===== config.mk =====
export PLATFORM = sky130hd
export DESIGN_NAME = tbec_scrubber
export DESIGN_NICKNAME = d
export VERILOG_FILES = /design/src/rtl/tbec_pkg.sv /design/src/rtl/tbec_sat_counter.sv /design/src/rtl/tbec_scrubber.sv
export SDC_FILE = /design/constraint.sdc
export NUM_CORES = 1
export LEC_CHECK = 0
export CORE_AREA = 2 2 118 120
export DETAILED_ROUTE_END_ITERATION = 12
export DIE_AREA = 0 0 120 122
export MAX_ROUTING_LAYER = met4
export PLACE_DENSITY = 0.6
export RECOVER_POWER = 25
export SYNTH_ARGS = -nofsm -noshare
export SYNTH_HDL_FRONTEND = slang
export SYNTH_SLANG_ARGS = --single-unit

===== constraint.sdc =====
create_clock -name clk -period 4.5 [get_ports clk]
set_input_delay 0.9 -clock clk [delete_from_list [all_inputs] [get_ports clk]]
set_output_delay 0.9 -clock clk [all_outputs]
set_load 0.1 [all_outputs]

===== src/rtl/tbec_pkg.sv =====
// Shared types and default widths for the TBEC memory scrubber.
package tbec_pkg;

    localparam int DEF_ADDR_W = 8;
    localparam int DEF_DATA_W = 16;
    localparam int DEF_RD_LAT = 1;
    localparam int CNT_W      = 16;

    // Error code reported by the decoder alongside each read word.
    typedef enum logic [1:0] {
        ERR_CLEAN  = 2'b00,
        ERR_CORR   = 2'b01,
        ERR_UNCORR = 2'b10,
        ERR_MULTI  = 2'b11
    } err_code_e;

    // Scrubber sequencing states.
    typedef enum logic [2:0] {
        ST_IDLE = 3'd0,
        ST_RD   = 3'd1,
        ST_WAIT = 3'd2,
        ST_CHK  = 3'd3,
        ST_WB   = 3'd4,
        ST_NXT  = 3'd5
    } scrub_state_e;

endpackage


===== src/rtl/tbec_sat_counter.sv =====
// Saturating event counter with synchronous clear; holds at all-ones.
module tbec_sat_counter
    import tbec_pkg::*;
#(
    parameter int W = CNT_W
) (
    input  logic         clk,
    input  logic         rst,
    input  logic         clr,
    input  logic         inc,
    output logic [W-1:0] cnt
);

    // Clear has priority over increment; increments stop once the count is full.
    always_ff @(posedge clk or negedge rst) begin
        if (!rst) begin
            cnt <= '0;
        end else if (clr) begin
            cnt <= '0;
        end else if (inc && !(&cnt)) begin
            cnt <= cnt + 1'b1;
        end
    end

endmodule


===== src/rtl/tbec_scrubber.sv =====
// Background scrubber for a TBEC-protected memory: walks every address,
// writes back single-bit corrected words, and logs uncorrectable locations.
// The host shares the memory port and wins it whenever the scrubber is in
// IDLE or RD, so scrubbing never blocks host traffic for long.
module tbec_scrubber
    import tbec_pkg::*;
#(
    parameter int ADDR_W = DEF_ADDR_W,
    parameter int DATA_W = DEF_DATA_W,
    parameter int RD_LAT = DEF_RD_LAT
) (
    input  logic              clk,
    input  logic              rst,
    input  logic              scrub_start,
    input  logic              host_req,
    input  logic              host_we,
    input  logic [ADDR_W-1:0] host_addr,
    input  logic [DATA_W-1:0] host_wdata,
    output logic              host_gnt,
    output logic [ADDR_W-1:0] mem_addr,
    output logic              mem_we,
    output logic [DATA_W-1:0] mem_wdata,
    input  logic [DATA_W-1:0] mem_rdata,
    input  logic [1:0]        mem_err,
    output logic              scrub_busy,
    output logic              scrub_done,
    output logic [CNT_W-1:0]  corr_cnt,
    output logic [CNT_W-1:0]  uncorr_cnt,
    output logic [ADDR_W-1:0] last_uncorr_addr,
    output logic              uncorr_flag
);

    // WAIT spends RD_LAT cycles in total (wait_cnt counts down from RD_LAT-1),
    // so the read address is held long enough for any read latency.
    localparam int              WC_W      = (RD_LAT > 1) ? $clog2(RD_LAT) : 1;
    localparam logic [WC_W-1:0] WAIT_LOAD = WC_W'(RD_LAT - 1);

    scrub_state_e      state;
    logic [ADDR_W-1:0] scrub_addr;
    logic [WC_W-1:0]   wait_cnt;
    logic [DATA_W-1:0] wb_data;

    logic              pass_clr;
    logic              corr_inc;
    logic              uncorr_inc;

    // Start of a pass clears the per-pass statistics; CHK classifies each word.
    assign pass_clr   = (state == ST_IDLE) && scrub_start;
    assign corr_inc   = (state == ST_CHK) && (mem_err == ERR_CORR);
    assign uncorr_inc = (state == ST_CHK) && mem_err[1];

    assign scrub_busy = (state != ST_IDLE);
    assign host_gnt   = host_req && ((state == ST_IDLE) || (state == ST_RD));

    // Memory port mux: host when granted, write-back word in WB, otherwise a
    // quiet read of the current scrub address.
    always_comb begin
        mem_addr  = scrub_addr;
        mem_we    = 1'b0;
        mem_wdata = '0;
        if (host_gnt) begin
            mem_addr  = host_addr;
            mem_we    = host_we;
            mem_wdata = host_wdata;
        end else if (state == ST_WB) begin
            mem_we    = 1'b1;
            mem_wdata = wb_data;
        end
    end

    // Scrub sequencer: read, wait out latency, check, optionally write back, advance.
    always_ff @(posedge clk or negedge rst) begin
        if (!rst) begin
            state            <= ST_IDLE;
            scrub_addr       <= '0;
            wait_cnt         <= '0;
            wb_data          <= '0;
            scrub_done       <= 1'b0;
            last_uncorr_addr <= '0;
            uncorr_flag      <= 1'b0;
        end else begin
            scrub_done <= 1'b0;
            case (state)
                ST_IDLE: begin
                    if (scrub_start) begin
                        scrub_addr       <= '0;
                        last_uncorr_addr <= '0;
                        uncorr_flag      <= 1'b0;
                        state            <= ST_RD;
                    end
                end
                ST_RD: begin
                    if (!host_req) begin
                        wait_cnt <= WAIT_LOAD;
                        state    <= ST_WAIT;
                    end
                end
                ST_WAIT: begin
                    if (wait_cnt == '0) begin
                        state <= ST_CHK;
                    end else begin
                        wait_cnt <= wait_cnt - 1'b1;
                    end
                end
                ST_CHK: begin
                    case (mem_err)
                        ERR_CLEAN: begin
                            state <= ST_NXT;
                        end
                        ERR_CORR: begin
                            wb_data <= mem_rdata;
                            state   <= ST_WB;
                        end
                        default: begin
                            last_uncorr_addr <= scrub_addr;
                            uncorr_flag      <= 1'b1;
                            state            <= ST_NXT;
                        end
                    endcase
                end
                ST_WB: begin
                    state <= ST_NXT;
                end
                ST_NXT: begin
                    if (&scrub_addr) begin
                        scrub_done <= 1'b1;
                        state      <= ST_IDLE;
                    end else begin
                        scrub_addr <= scrub_addr + 1'b1;
                        state      <= ST_RD;
                    end
                end
                default: begin
                    state <= ST_IDLE;
                end
            endcase
        end
    end

    tbec_sat_counter #(.W(CNT_W)) u_corr_cnt (
        .clk (clk),
        .rst (rst),
        .clr (pass_clr),
        .inc (corr_inc),
        .cnt (corr_cnt)
    );

    tbec_sat_counter #(.W(CNT_W)) u_uncorr_cnt (
        .clk (clk),
        .rst (rst),
        .clr (pass_clr),
        .inc (uncorr_inc),
        .cnt (uncorr_cnt)
    );

endmodule


==> metrics.md <==
| Metric | Value |
|---|---|
| Post-Synthesis Cell Area | 3770 um2 |
| Clock Sinks | 69 |
| Synthesized instance count | 363 |
| Skew final | 0.00530 ns |
| Final Critical Period | 3.50 ns |
| Skew-Pair Late Insertion Delay | 0.34 ns |
| Post-cts resize count | 0 |
| Largest family of logic cells by synthesized area | simple AND/OR/NAND/NOR gates |
| Ports | 116 |
| Critical Path AT | 2.60 ns |
| Peak VDD IR | 400 uV |
| All-Layer GR Usage | 14.7% |
| Die footprint | 14600 um2 |
| Initial antenna violation count | 0 |
| Share of flip-flops with an asynchronous set or reset | 100% |
| Main synth FF type | dfrtp_1 |
| RSZ-0062 raised after global routing | no |
| Overall die height | 122 um |
| # fillers | 1313 |
| Antenna-violating nets left | 0 |
| Largest net degree at the start of global routing | 70 |
| I/O Buffers | 115 |
| Largest cells by area after synthesis | dfrtp_1 46%, mux2_2 7.2%, nand2_1 5.3% |
| CTS buffer count | 9 |
| Postcts setup bufs | 0 |
| XOR/XNOR share of the synthesized area | 0.929% |
| Post-route insts no fill | 657 |
| Hold_buf cts | 0 |
| Post-synth EDFFs | 0 |
| Status | finished, violations left |
| Power density over cell area | 596 nW/um2 |
| Vias/cell | 5.09 |
| Area share of fa/ha/maj cells after synthesis | 0.995% |
| Antenna Cells | 0 |
| Core area | 13500 um2 |
| DRC violations left | 0 |
| Type of the worst min-delay path | flop to flop |
| Critical Path RT | 3.60 ns |
| H-tree Lvls | 3 |
| Row count | 43 |
| CTS root buf | clkbuf_16 |
| CP Capture Type | primary output |
| Vias post-DR | 3347 |
| Clock-pin slew on the worst setup and hold paths | 0.05 ns |
| Max-Cap Viols | 1 |
| Routability Congestion | 0.834 |
| Share of post-route cells with drive strength above 1 | 18.4% |
| Compound-Gate Fraction of Synth Area | 12.7% |
| Final worst slack | 0.996 ns |
| Setup WS pre-CTS | 1.05 ns |
| Clock tree buffer depth | 2 |
| Syn nets | 413 |
| Setup TNS | 0 ns |
| Starting DRT DRC Count | 169 |
| Worst r2r path cells | 5 |
| CP max FO | 26 |
| Hold path cells | 2 |
| Area added between synthesis and finish | 47.1% |
| Vias in the first global route | 3282 |
| First-pass GRT wire length | 16.3 mm |
| Fmax achieved | 285 MHz |
| Final setup violation count | 0 |
| #FFs+latches synth | 69 |
| Post-Synth Simple-Gate Area | 24.7% |
| WL/cell | 15.5 um |
| Drt total wl | 10.2 mm |
| Inst Count DP | 642 |
| Post-synth top area share | 45.8% |
| Post-synth cell types | 58 |
| Final Cycle Share | 77.9% |
| DRT Pass-1 Iters | 4 |
| # nets final | 523 |
| Static Leak | 2.37 nW |
| Normalized max-slew margin | -23.4% |
| Seq/Total Area, Yosys | 45.8% |
| Chip Width | 120 um |
| Final Hold Viols | 0 |
| Max Slew Vio Count | 70 |
| Violated checks | max-capacitance violations, max-slew violations |
| GRT overflow | 0 |
| Critical Path Start Type | input pin |
| Final Util | 41.1% |
| Crit Path Class | input pin to primary output |
| Starting Density | 27.9% |
| Post-DP HPWL | 7.08 mm |
| Synth Warn # | 0 |
| Area leader, netlist | dfrtp_1 |
| Worst-Margin Slew | 1.85 ns |
| Mux cell area share after synthesis | 11.7% |
| Syn_area_per_cell | 10.4 um2 |
| CTS tree | yes |
| Total power | 3.31 mW |
-- worst max-delay path, cell delays in order --
cell and delay [ns]:
dlygate4sd3_1 0.54, nor3b_2 0.20, buf_4 0.34, mux2_2 0.38, buf_4 0.23
-- state kept, by name (all words and copies together) (netlist names) --
register / flops
last_uncorr_addr: 8
scrub_addr: 8
scrub_done: 1
state: 3
u_corr_cnt.cnt: 16
u_uncorr_cnt.cnt: 16
uncorr_flag: 1
wb_data: 16
-- layout by cell type (no fill, tap or decap), types with 6 or more instances in the layout --
cell,instances
a21oi_1,11
a22o_1,16
and3_1,6
and4_1,6
buf_12,20
buf_4,10
clkbuf_16,9
clkdlybuf4s50_1,87
dfrtp_1,69
mux2_2,24
mux2i_1,17
nand2_1,53
nand2b_1,7
nand3_1,21
nand4_1,12
nor2_1,10
nor3_1,7
o21ai_0,6
o31ai_1,7
-- stage by stage --
stage                     instance area, um2  hold WS [ns]
after floorplan                         3770         0.482
after global placement                  5260         0.468
after detailed placement                5260         0.472
after CTS                               5550         0.491
after global routing                    5550         0.517
final                                   5550         0.484
-- kinds of logic after synthesis --
logic type,count (synthesis)
compound gates,64
xor+xnor,4
fa+ha+maj,3
buf+inv,23
flops,69
mux,41
simple gates,159
-- path summary, 6_finish.rpt --
kind,startpoint,end,slack (ns)
setup / recovery,host_req,mem_addr[1],1.0
hold reg to reg,uncorr_flag$_DFFE_PN0P_,uncorr_flag$_DFFE_PN0P_,0.48
max in group asynchronous,rst,wb_data[12]$_DFFE_PN0P_,2.32
hold / removal,uncorr_flag$_DFFE_PN0P_,uncorr_flag$_DFFE_PN0P_,0.48
setup reg to reg,state[1]$_DFFE_PN0P_,u_uncorr_cnt.cnt[13]$_DFFE_PN0P_,2.24
min in group asynchronous,rst,u_uncorr_cnt.cnt[6]$_DFFE_PN0P_,1.07
-- power by group --
part	switching [mW]	total [mW]	internal (mW)
sequential	0.135	0.878	0.742
clock	0.259	0.716	0.457
combinational	1.16	1.71	0.551
-- area by class of cell --
cell class	count	area (um2)	share of cell area, %
timing repair buffer	119	1360	24.5
clock inverter	1	30.0	0.541
multi-input combinational	271	1930	34.8
clock buffer	14	264	4.76
tap	180	225	4.06
sequential	69	1730	31.1
inverter	3	11.3	0.203
-- cell usage after synthesis, types with 3 or more instances --
cell type,instances
buf_4,3
clkbuf_1,4
a211oi_1,4
and4_1,6
nand4_2,3
o21ai_0,6
nand3_1,21
or4_1,4
dfrtp_1,69
inv_1,3
buf_1,3
or3_1,3
o31ai_1,7
nor3_1,7
nand2_1,53
a22o_1,16
nor4_1,4
nand4_1,12
a21oi_2,3
a21o_1,3
mux2_2,24
mux2i_1,17
and3_1,6
ha_1,3
buf_2,8
a21oi_1,11
nor2_1,11
or4_4,4
nand2b_1,7
-- per-layer routing --
layer	routed length, um	part of all wire (%)	vias up	global-route usage (%)
li1	-	-	1587	-
met1	4690	46	1642	18.0
met2	4690	46	106	22.8
met3	622	6.1	12	4.21
met4	193	1.9	0	6.40
met5	0	0	-	-
Power figures use the tool's default switching activity.
